==> src/rtl/edge_event_arbiter.sv <==
// rtl/edge_event_arbiter.sv - per-channel edge detection with round-robin valid/ready event delivery
module edge_event_arbiter #(
    parameter int NCH  = 4,
    parameter int CHW  = 2,
    parameter int CNTW = 8
) (
    input  logic             clk,
    input  logic             rst,
    input  logic [NCH-1:0]   i_din,
    input  logic [2*NCH-1:0] i_edge_sel,
    input  logic             i_clr,
    output logic             o_evt_valid,
    input  logic             i_evt_ready,
    output logic [CHW-1:0]   o_evt_ch,
    output logic             o_evt_type,
    output logic [NCH-1:0]   o_pend,
    output logic [NCH-1:0]   o_overflow,
    output logic [CNTW-1:0]  o_evt_cnt
);

    typedef enum logic {
        S_IDLE,
        S_PRESENT
    } state_t;

    state_t          r_state;
    logic            r_armed;
    logic [NCH-1:0]  r_prev;
    logic [NCH-1:0]  r_pend;
    logic [NCH-1:0]  r_ptyp;
    logic [NCH-1:0]  r_ovf;
    logic [CNTW-1:0] r_cnt;
    logic            r_valid;
    logic [CHW-1:0]  r_ch;
    logic            r_type;
    logic [CHW-1:0]  r_ptr;

    logic [NCH-1:0]  w_rise;
    logic [NCH-1:0]  w_fall;
    logic [NCH-1:0]  w_edge;
    logic [NCH-1:0]  w_rot;
    logic [CHW-1:0]  w_off;
    logic [CHW:0]    w_sum;
    logic [CHW-1:0]  w_sel;
    logic            w_load;
    logic [NCH-1:0]  w_load_vec;

    always_comb begin
        w_rise = '0;
        w_fall = '0;
        w_edge = '0;
        for (int i = 0; i < NCH; i++) begin
            w_rise[i] = ~r_prev[i] & i_din[i];
            w_fall[i] = r_prev[i] & ~i_din[i];
            w_edge[i] = r_armed & ((w_rise[i] & i_edge_sel[2*i]) |
                                   (w_fall[i] & i_edge_sel[2*i+1]));
        end
    end

    // Rotate pending so that bit 0 is the channel at ptr; lowest set bit wins.
    always_comb begin
        w_rot = NCH'({r_pend, r_pend} >> r_ptr);
        w_off = '0;
        for (int j = NCH - 1; j >= 0; j--) begin
            if (w_rot[j]) begin
                w_off = CHW'(j);
            end
        end
        w_sum = {1'b0, r_ptr} + {1'b0, w_off};
        if (w_sum >= (CHW+1)'(NCH)) begin
            w_sum = w_sum - (CHW+1)'(NCH);
        end
        w_sel = w_sum[CHW-1:0];
    end

    // A clear cycle never loads, so a cleared pend bit cannot slip into the output.
    assign w_load     = (r_state == S_IDLE) && (|r_pend) && !i_clr;
    assign w_load_vec = w_load ? (NCH'(1) << w_sel) : '0;

    always_ff @(posedge clk or posedge rst) begin
        if (rst) begin
            r_state <= S_IDLE;
            r_armed <= 1'b0;
            r_prev  <= '0;
            r_pend  <= '0;
            r_ptyp  <= '0;
            r_ovf   <= '0;
            r_cnt   <= '0;
            r_valid <= 1'b0;
            r_ch    <= '0;
            r_type  <= 1'b0;
            r_ptr   <= '0;
        end else begin
            r_armed <= 1'b1;
            r_prev  <= i_din;

            if (i_clr) begin
                r_pend <= '0;
                r_ovf  <= '0;
            end else begin
                for (int i = 0; i < NCH; i++) begin
                    if (w_edge[i]) begin
                        if (r_pend[i] && !w_load_vec[i]) begin
                            r_ovf[i] <= 1'b1;
                        end else begin
                            r_pend[i] <= 1'b1;
                            r_ptyp[i] <= w_fall[i];
                        end
                    end else if (w_load_vec[i]) begin
                        r_pend[i] <= 1'b0;
                    end
                end
            end

            case (r_state)
                S_IDLE: begin
                    if (i_clr) begin
                        r_cnt <= '0;
                    end
                    if (w_load) begin
                        r_ch    <= w_sel;
                        r_type  <= r_ptyp[w_sel];
                        r_valid <= 1'b1;
                        r_state <= S_PRESENT;
                    end
                end
                S_PRESENT: begin
                    if (i_evt_ready) begin
                        r_valid <= 1'b0;
                        r_ptr   <= (r_ch == CHW'(NCH - 1)) ? '0 : r_ch + CHW'(1);
                        r_cnt   <= i_clr ? CNTW'(1) : r_cnt + CNTW'(1);
                        r_state <= S_IDLE;
                    end else if (i_clr) begin
                        r_cnt <= '0;
                    end
                end
                default: begin
                    r_state <= S_IDLE;
                end
            endcase
        end
    end

    assign o_evt_valid = r_valid;
    assign o_evt_ch    = r_ch;
    assign o_evt_type  = r_type;
    assign o_pend      = r_pend;
    assign o_overflow  = r_ovf;
    assign o_evt_cnt   = r_cnt;

endmodule

==> config.mk <==
export PLATFORM = sky130hd
export DESIGN_NAME = edge_event_arbiter
export DESIGN_NICKNAME = d
export VERILOG_FILES = /design/src/rtl/edge_event_arbiter.sv
export SDC_FILE = /design/constraint.sdc
export NUM_CORES = 1
export LEC_CHECK = 0
export ABC_AREA = 1
export BUFFER_PORTS_ARGS = -buffer_cell sky130_fd_sc_hd__buf_2
export CORE_ASPECT_RATIO = 0.75
export CORE_MARGIN = 3
export CORE_UTILIZATION = 50
export CTS_CLUSTER_DIAMETER = 100
export CTS_CLUSTER_SIZE = 20
export DETAILED_ROUTE_END_ITERATION = 16
export PLACE_DENSITY = 0.82
export SLEW_MARGIN = 0
export SYNTH_ARGS = -nofsm -noshare
export SYNTH_HDL_FRONTEND = slang
export SYNTH_SLANG_ARGS = --single-unit
==> constraint.sdc <==
create_clock -name clk -period 2.15 [get_ports clk]
set_clock_uncertainty 0.05 [all_clocks]
set_input_delay 0.645 -clock clk [delete_from_list [all_inputs] [get_ports clk]]
set_output_delay 0.645 -clock clk [all_outputs]
set_load 0.02 [all_outputs]
==> impl_metrics.env, run 1 <==
export IMPL_fin_hold_ws_ns=0.389
export IMPL_max_cap_viol_count=0
export IMPL_cts_root_buf="clkbuf_8"
export IMPL_portBuffers=35
export IMPL_path_common_cell="nand2_2"
export IMPL_synth_distinct_cells=26
export IMPL_ys_seq_area_frac=0.497
export IMPL_multi_input_area_sq_um=797
export IMPL_finalHoldViolCount=0
export IMPL_gr_total_overflow=0
export IMPL_cts_sinks=32
export IMPL_status="complete, no violations"
export IMPL_crit_arrival_ns=2.23
export IMPL_syn_avg_cell_area_sq_um=8.06
export IMPL_dieArea_sq_mm=0.00395
export IMPL_netlist_area_sq_mm=0.00161
export IMPL_mappedNetlistNets=219
export IMPL_fillers=263
export IMPL_cp_cell_sequence="inv_4 > nand2_2 > nand3_2 > nand2_2 > nand3_2 > a21boi_1 > ha_2 > xnor2_4 > nand3_4 > nand2_4 > nand3_2 > nand2_2 > nand2_2 > nand2_2 > nand2_1"
export IMPL_hp_class="primary input to asynchronous set/reset pin"
export IMPL_post_route_drc_count=0
export IMPL_fin_crit_sh=0.980
export IMPL_dp_hpwl_mm=2.65
export IMPL_dr_pass1_iters=4
export IMPL_crit_buf_inv=1
export IMPL_fp_dieW_um=71.6
export IMPL_critPathMaxFanout=7
export IMPL_cp_data_required_time_ns=2.27
export IMPL_clkTransAtPathRegs_ns=0.07
export IMPL_fin_nets=270
export IMPL_routed_wl_mm=3.63
export IMPL_avgRoutedWirePerCell_um=12.5
export IMPL_cts_tree="done"
export IMPL_antenna_found_initial=0
export IMPL_grt_pass1_vias=1349
export IMPL_crit_family="simple AND/OR/NAND/NOR gates"
export IMPL_leakage_nw=1.11
export IMPL_clk_path_buf_depth=2
export IMPL_regArea_sq_um=805
export IMPL_ios=36
export IMPL_vias_per_cell=5.00
export IMPL_die_y_um=55.2
export IMPL_pre_cts_ws_ns=-0.114
export IMPL_ir_worst_vdd_v=0.000591
export IMPL_start_util=0.534
export IMPL_grt_max_degree=33
export IMPL_endpoint_kind="flip-flop"
export IMPL_startpoint_type="flip-flop"
export IMPL_drive_above_1_share=0.361
export IMPL_max_freq_ghz=0.475
export IMPL_crit_slowest_cell="dfrtp_2"
export IMPL_cp_slowest_stage_delay_ns=0.47
export IMPL_grt_pass1_wl_mm=5.82
export IMPL_clock_latency_ns=0.28
export IMPL_crit_type="flip-flop to flip-flop"
export IMPL_ant_nets=0
export IMPL_pwr_density_cell_mw_per_mm2=1140
export IMPL_synth_seq_cells=32
export IMPL_drtIter0Drc=77
export IMPL_rsz0062_at_grt="yes"
export IMPL_syn_inst=200
export IMPL_synthToLayoutAreaGrowth_pct=29.5
export IMPL_final_setup_viol_count=0
export IMPL_yosys_warnings=0
export IMPL_num_antenna_cells=0
export IMPL_fp_coreArea_sq_mm=0.00302
export IMPL_rows=17
export IMPL_num_vias=1451
export IMPL_htree_num_levels=2
export IMPL_gp_congestion=0.755
export IMPL_grt_usage=0.192
export IMPL_final_max_slew_violation_count=0
export IMPL_cts_made_buffers=5
export IMPL_setup_slack_ns=0.0437
export IMPL_post_route_util=0.691
export IMPL_min_period_ns=2.11
-- power by group --
part / switching, mW / leakage [nW] / internal, mW
logic: 0.669 / 0.649 / 0.430
registers: 0.106 / 0.412 / 0.701
clock network: 0.214 / 0.0445 / 0.260
total: 0.988 / 1.11 / 1.39
-- sequential cells by signal, indices dropped and copies added (netlist names) --
name         flops
o_evt_cnt        8
o_pend           4
o_evt_valid      1
o_evt_type       1
o_overflow       4
r_prev           4
o_evt_ch         2
r_armed          1
r_state          1
r_ptyp           4
r_ptr            2
-- synth_stat cells, drive strengths merged --
master / n / area [sq um]
nand2: 66 / 280
dfrtp: 32 / 801
nand3: 27 / 158
inv: 22 / 82.6
o21ai: 16 / 80.1
nor2: 14 / 52.6
a21oi: 3 / 15.0
ha: 3 / 37.5
nand4: 3 / 18.8
a211oi: 2 / 15.0
a31oi: 2 / 12.5
clkinv: 2 / 8.75
nor3: 2 / 10.0
a21boi: 1 / 7.51
clkbuf: 1 / 3.75
conb: 1 / 3.75
o31ai: 1 / 7.51
xnor2: 1 / 8.76
xor2: 1 / 8.76
-- worst min-delay path, cell delays in order --
cell	delay (ns)
buf_2	0.09
inv_1	0.04
buf_4	0.35
-- kinds of logic (layout without fill, tap and decap cells) --
family / Yosys count / in the layout / synth area share
simple gates: 112 / 112 / 0.322
compound gates: 25 / 25 / 0.0854
flops: 32 / 32 / 0.497
fa+ha+maj: 3 / 3 / 0.0233
buf+inv: 25 / 77 / 0.0590
xor+xnor: 2 / 2 / 0.0109
other cells: 1 / 1 / 0.00233
-- stage by stage --
stage / cells / total power, mW / area [sq um] / setup TNS, ns
6_report: 290 / 2.38 / 2090 / 0
5_1_grt: 290 / 2.52 / 2090 / -0.227
4_1_cts: 285 / 2.20 / 1970 / 0
3_5_place_dp: 277 / 1.70 / 1870 / -0.392
3_3_place_gp: 277 / 1.67 / 1870 / 0
2_1_floorplan: 200 / 1.48 / 1610 / 0
-- layout by cell type (no fill, tap or decap), types with 3 or more instances in the layout --
master and count:
nand2_1 47, buf_2 35, dfrtp_1 29, nand3_1 19
inv_1 16, nand2_2 15, nor2_1 14, buf_4 10
o21ai_1 8, o21ai_0 8, nand3_2 7, clkbuf_8 6
inv_2 5, nand2_4 4, nand4_1 3, a21oi_1 3
dfrtp_2 3
-- worst paths after layout --
check	from	to	slack (ns)	depth (start not counted)
max reg2reg	r_ptr[0]	r_ptyp[2]	0.04	15
max in group asynchronous	rst	r_ptr[1]	1.34	3
min	rst	o_evt_cnt[0]	0.39	3
min in group clk	r_ptyp[3]	r_ptyp[3]	0.43	2
min reg2reg	r_ptyp[3]	r_ptyp[3]	0.43	2
max	r_ptr[0]	r_ptyp[2]	0.04	15
-- per-layer routing --
layer | track usage | up-vias | part of all wire
met2 | 0.325 | 32 | 0.47
met1 | 0.249 | 660 | 0.48
met4 | 0.0469 | 0 | 0.0028
li1 | - | 757 | -
met3 | 0.0542 | 2 | 0.056
met5 | 0 | - | 0
-- area by class of cell --
class,count,area share
Inverter,24,0.0450
Clock buffer,7,0.0414
Multi-Input combinational cell,143,0.382
Timing Repair Buffer,45,0.120
Tap cell,38,0.0228
Clock inverter,1,0.00360
Sequential cell,32,0.385
-- repair_timing --
action                                  in CTS  in global routing
endpoints found under the setup margin      10                 10
pin swaps                                    0                 10
endpoints found under the hold margin        0                  0
hold buffers                                 0                  0
setup buffers                                0                  5
resized for setup                            4                 22
No activity file was read; power rests on OpenSTA's default activity.
==> inputs of run 2 (changes only) <==
PLACE_DENSITY = 0.77   (was 0.82)
==> run 2 against run 1 <==
Compared with the run above:
- register-to-register slack worse by 0.02 ns
- count of clock-buffer cells in the layout increased by 1
- sequential power is essentially flat
- power rose by 3.7%
- flip-flop and latch count unchanged
- final area is 1.6% higher
- critical path depth shrank 1
- routed wire length grew 3.1%
==> impl_metrics.env, run 2 (synthesized netlist as in run 1, its figures left out) <==
export IMPL_ir_worst_vdd_v=0.000581
export IMPL_instances_no_fill=291
export IMPL_rsz0062_at_grt="yes"
export IMPL_rrSetupSlack_ns=0.02
export IMPL_clock_latency_ns=0.27
export IMPL_dp_hpwl_mm=2.68
export IMPL_finalHoldViolCount=0
export IMPL_post_route_drc_count=0
export IMPL_grt_max_degree=33
export IMPL_cts_tree="done"
export IMPL_crit_type="flip-flop to flip-flop"
export IMPL_startpoint_type="flip-flop"
export IMPL_crit_arrival_ns=2.24
export IMPL_cp_slowest_stage_delay_ns=0.48
export IMPL_fin_crit_sh=0.989
export IMPL_portBuffers=35
export IMPL_antenna_found_initial=0
export IMPL_min_period_ns=2.13
export IMPL_ios=36
export IMPL_cts_sinks=32
export IMPL_leakage_nw=1.13
export IMPL_hp_class="primary input to asynchronous set/reset pin"
export IMPL_grt_pass1_wl_mm=5.71
export IMPL_die_y_um=55.2
export IMPL_vias_per_cell=5.07
export IMPL_num_vias=1476
export IMPL_crit_slowest_cell="dfrtp_2"
export IMPL_cp_cell_sequence="inv_4 > nand2_4 > nand3_2 > nand2_2 > a21boi_2 > ha_2 > xnor2_4 > nand3_4 > nand2_4 > nand3_2 > nand2_2 > nand2_2 > nand2_2 > nand2_1"
export IMPL_start_util=0.534
export IMPL_max_freq_ghz=0.470
export IMPL_synthToLayoutAreaGrowth_pct=31.6
export IMPL_path_common_cell="nand2_2"
export IMPL_cts_made_buffers=5
export IMPL_final_max_slew_violation_count=0
export IMPL_dieArea_sq_mm=0.00395
export IMPL_dr_pass1_iters=4
export IMPL_max_cap_viol_count=0
export IMPL_gr_total_overflow=0
export IMPL_clk_path_buf_depth=2
export IMPL_drtIter0Drc=46
export IMPL_fin_nets=271
export IMPL_final_common_cell="nand2_1"
export IMPL_fp_coreArea_sq_mm=0.00302
export IMPL_largest_register_ffs=8
export IMPL_cts_root_buf="clkbuf_8"
export IMPL_post_route_util=0.702
export IMPL_critPathMaxFanout=7
export IMPL_endpoint_kind="flip-flop"
export IMPL_gp_congestion=0.858
export IMPL_final_setup_viol_count=0
export IMPL_drive_above_1_share=0.364
export IMPL_fin_tns_setup_ns=0
export IMPL_grt_usage=0.191
export IMPL_rows=17
export IMPL_num_antenna_cells=0
export IMPL_fp_dieW_um=71.6
export IMPL_status="complete, no violations"
export IMPL_clkTransAtPathRegs_ns=0.06
export IMPL_pwr_density_cell_mw_per_mm2=1160
export IMPL_avgRoutedWirePerCell_um=12.9
export IMPL_most_common_layout_cells="47 x nand2_1, 35 x buf_2, 30 x dfrtp_1, 17 x nand3_1, 17 x inv_1"
export IMPL_grt_pass1_vias=1304
export IMPL_cp_data_required_time_ns=2.26
export IMPL_placedCellCount=278
export IMPL_ant_nets=0
export IMPL_htree_num_levels=2
export IMPL_routed_wl_mm=3.74
-- run 2: stage by stage --
step	power, mW	instance area, sq um	setup slack (ns)	hold WS, ns
floorplan	1.48	1610	0.0918	0.391
global placement	1.68	1880	0.0351	0.409
detailed placement	1.70	1880	-0.0477	0.410
CTS	2.19	1980	0.00545	0.408
global route	2.63	2120	-0.105	0.434
finish	2.47	2120	0.0230	0.399
-- run 2: report_power, final --
part | switching (mW) | leakage [nW] | internal, mW
Clock | 0.206 | 0.0455 | 0.261
Combinational | 0.721 | 0.670 | 0.471
Sequential | 0.107 | 0.413 | 0.701
Total | 1.03 | 1.13 | 1.43
-- run 2: path summary, 6_finish.rpt --
kind                                      to  cells after the start      start
worst max-delay path               r_ptyp[3]                     14   r_ptr[0]
worst min-delay path            o_evt_cnt[0]                      3        rst
worst max register to register     r_ptyp[3]                     14   r_ptr[0]
worst min register to register     r_ptyp[0]                      2  r_ptyp[0]
max in group asynchronous           r_ptr[0]                      3        rst
min in group clk                   r_ptyp[0]                      2  r_ptyp[0]
-- run 2: layout make-up --
type | instances | area [sq um]
fill | 254 | 900
multi-input combinational | 143 | 828
sequential | 32 | 803
timing repair buffer | 46 | 258
inverter | 24 | 93.8
clock buffer | 8 | 90.1
tap | 38 | 47.5
-- run 2: worst max-delay path: cells and delay by family, from the launching register on --
kind | cells | cell delay, ns
buf+inv | 1 | 0.13
compound gates | 1 | 0.15
flops | 1 | 0.48
fa+ha+maj | 1 | 0.21
simple gates | 10 | 0.78
xor+xnor | 1 | 0.20
-- run 2: timing repair --
| item | 4_1_cts | 5_1_grt |
|---|---|---|
| hold buffers | 0 | 0 |
| buffers inserted | 0 | 5 |
| resized for setup | 3 | 27 |
| gates cloned | 0 | 0 |
| endpoints found under the setup margin | 6 | 12 |
| pin swaps | 0 | 11 |
-- run 2: layer usage --
layer  GRT usage  vias to the layer above  wire length [um]
met2       0.316                       38              1690
met5           0                        -                 0
met1       0.240                      684              1820
met4      0.0563                        0                10
li1            -                      752                 -
met3      0.0686                        2               222
==> inputs of run 3 (changes only) <==
--- a/config.mk
+++ b/config.mk
@@ -12,2 +12,3 @@
 export CORE_UTILIZATION = 50
+export CTS_BUF_LIST = sky130_fd_sc_hd__clkbuf_16
 export CTS_CLUSTER_DIAMETER = 100
==> constraint.sdc (replaced) <==
create_clock -name clk -period 2.15 [get_ports clk]
set_clock_uncertainty 0.05 [all_clocks]
set_input_delay 0.43 -clock clk [delete_from_list [all_inputs] [get_ports clk]]
set_output_delay 0.43 -clock clk [all_outputs]
set_load 0.02 [all_outputs]
==> run 3 against run 2 <==
Compared with the run above:
- setup slack better by 0.036 ns
- largest power group unchanged
- combinational power barely moved
- core utilization rose by 0.33 points
- critical path type unchanged
- non-clock buffer count fell by 1
- flip-flop and latch count stayed put
==> impl_metrics.env, run 3 (synthesized netlist as in run 1, its figures left out) <==
export IMPL_status="complete, no violations"
export IMPL_postCtsHoldBufs=0
export IMPL_avgRoutedWirePerCell_um=13.0
export IMPL_htree_num_levels=2
export IMPL_fin_crit_sh=0.972
export IMPL_leakage_nw=1.12
export IMPL_clkTransAtPathRegs_ns=0.05
export IMPL_finalHoldViolCount=0
export IMPL_cts_root_buf="clkbuf_16"
export IMPL_p_int_mw=1.58
export IMPL_post_route_util=0.705
export IMPL_antenna_found_initial=0
export IMPL_critPathMaxFanout=6
export IMPL_rows=17
export IMPL_final_common_cell="nand2_1"
export IMPL_gp_congestion=0.836
export IMPL_crit_family="simple AND/OR/NAND/NOR gates"
export IMPL_max_slew_margin=0.668
export IMPL_switching_share=0.398
export IMPL_placedInstanceArea_sq_mm=0.00186
export IMPL_placedCellCount=276
export IMPL_dieArea_sq_mm=0.00395
export IMPL_vias_per_cell=5.09
export IMPL_max_cap_viol_count=0
export IMPL_synthToLayoutAreaGrowth_pct=32.2
export IMPL_grt_max_degree=33
export IMPL_dr_pass1_iters=4
export IMPL_crit_arrival_ns=2.20
export IMPL_rsz0062_at_grt="yes"
export IMPL_power_switching_mw=1.04
export IMPL_grt_pass1_vias=1311
export IMPL_drtIter0Drc=71
export IMPL_fp_coreArea_sq_mm=0.00302
export IMPL_endpoint_kind="flip-flop"
export IMPL_ios=36
export IMPL_fp_dieW_um=71.6
export IMPL_final_max_slew_violation_count=0
export IMPL_portBuffers=35
export IMPL_clock_latency_ns=0.27
export IMPL_fillers=239
export IMPL_crit_buf_inv=2
export IMPL_cts_sinks=32
export IMPL_fin_nets=270
export IMPL_most_common_layout_cells="49 x nand2_1, 35 x buf_2, 29 x dfrtp_1, 19 x nand3_1, 17 x inv_1"
export IMPL_die_y_um=55.2
export IMPL_gr_total_overflow=0
export IMPL_grt_usage=0.201
export IMPL_clk_path_buf_depth=2
export IMPL_worstMarginPinSlew_ns=0.495
export IMPL_cts_tree="done"
export IMPL_instances_no_fill=289
export IMPL_min_period_ns=2.09
export IMPL_start_util=0.534
export IMPL_clkPwrFrac=0.246
export IMPL_ant_nets=0
export IMPL_drive_above_1_share=0.355
export IMPL_startpoint_type="flip-flop"
export IMPL_crit_slowest_cell="dfrtp_2"
export IMPL_max_freq_ghz=0.478
export IMPL_fin_hold_ws_ns=0.187
export IMPL_cp_slowest_stage_delay_ns=0.46
export IMPL_num_vias=1470
export IMPL_final_setup_viol_count=0
export IMPL_hp_class="primary input to asynchronous set/reset pin"
export IMPL_cp_data_required_time_ns=2.26
export IMPL_p_seq_frac=0.309
export IMPL_num_antenna_cells=0
export IMPL_fin_tns_setup_ns=0
export IMPL_crit_type="flip-flop to flip-flop"
export IMPL_ir_worst_vdd_v=0.000560
export IMPL_routed_wl_mm=3.74
export IMPL_dp_hpwl_mm=2.65
export IMPL_grt_pass1_wl_mm=5.95
export IMPL_pwr_density_cell_mw_per_mm2=1230
export IMPL_rrSetupSlack_ns=0.06
export IMPL_final_cell_area_sq_mm=0.00213
export IMPL_p_comb_frac=0.445
export IMPL_cts_made_buffers=5
export IMPL_largest_register_ffs=8
export IMPL_post_route_drc_count=0
export IMPL_cp_cell_sequence="inv_4 > nand2_2 > nand3_1 > nand2_1 > a21boi_2 > ha_2 > xnor2_4 > nand3_4 > buf_4 > nand4_1 > nand2_2 > nand3_1 > nand2_1"
[run 3: cell count changes in the layout (fill, tap and decap cells not counted), sizes merged]
cell | before | now
clkbuf | 8 | 5
buf | 46 | 45
clkinv | 2 | 3
inv | 22 | 23
[run 3: stage by stage]
stage               power (mW)  worst slack [ns]
CTS                       2.38            0.0484
global route              2.78           -0.0458
detailed placement        1.69           -0.0628
global placement          1.66            0.0293
finish                    2.61            0.0593
floorplan                 1.48            0.0918
[run 3: final cells by class]
class,instances,area [sq um],share of cell area
Inverter,24,96.3,0.0452
Tap cell,38,47.5,0.0223
Multi-Input combinational cell,143,798,0.375
Timing Repair Buffer,45,250,0.117
Clock inverter,2,8.76,0.00411
Sequential cell,32,805,0.378
Clock buffer,5,125,0.0587
[run 3: worst reg2reg max path: stages (launching register included)]
cell and delay [ns]:
dfrtp_2 0.46, inv_4 0.10, nand2_2 0.07, nand3_1 0.07
nand2_1 0.06, a21boi_2 0.15, ha_2 0.22, xnor2_4 0.21
nand3_4 0.12, buf_4 0.16, nand4_1 0.10, nand2_2 0.08
nand3_1 0.07, nand2_1 0.05
[run 3: worst paths after layout]
check                      startpoint  cells past startpoint           end
max                          r_ptr[0]                     13     r_ptyp[1]
min                               rst                      3  o_evt_cnt[3]
min reg2reg                 r_ptyp[2]                      2     r_ptyp[2]
max in group asynchronous         rst                      3      r_ptr[0]
min in group clk             i_din[1]                      1     r_prev[1]
max reg2reg                  r_ptr[0]                     13     r_ptyp[1]
[run 3: power groups by stage]
stage               clock (mW)  sequential [mW]  combinational (mW)
CTS                      0.655            0.803               0.924
floorplan                    0            0.849               0.626
global placement             0            0.798               0.864
global route             0.683            0.820                1.28
finish                   0.642            0.809                1.16
detailed placement           0            0.804               0.883
[run 3: per-layer routing]
metal  global-route usage  vias to the layer above  routed length, um
met5                    0                        -                  0
met4               0.0844                        0                 47
met3               0.0505                        6                237
met2                0.320                       48               1730
met1                0.265                      669               1720
li1                     -                      747                  -
[run 3: repair_timing]
item	4_1_cts	5_1_grt
setup buffers	0	6
setup endpoints to repair	12	12
pin swaps	0	10
gates resized for setup	5	21
endpoints found under the hold margin	0	0
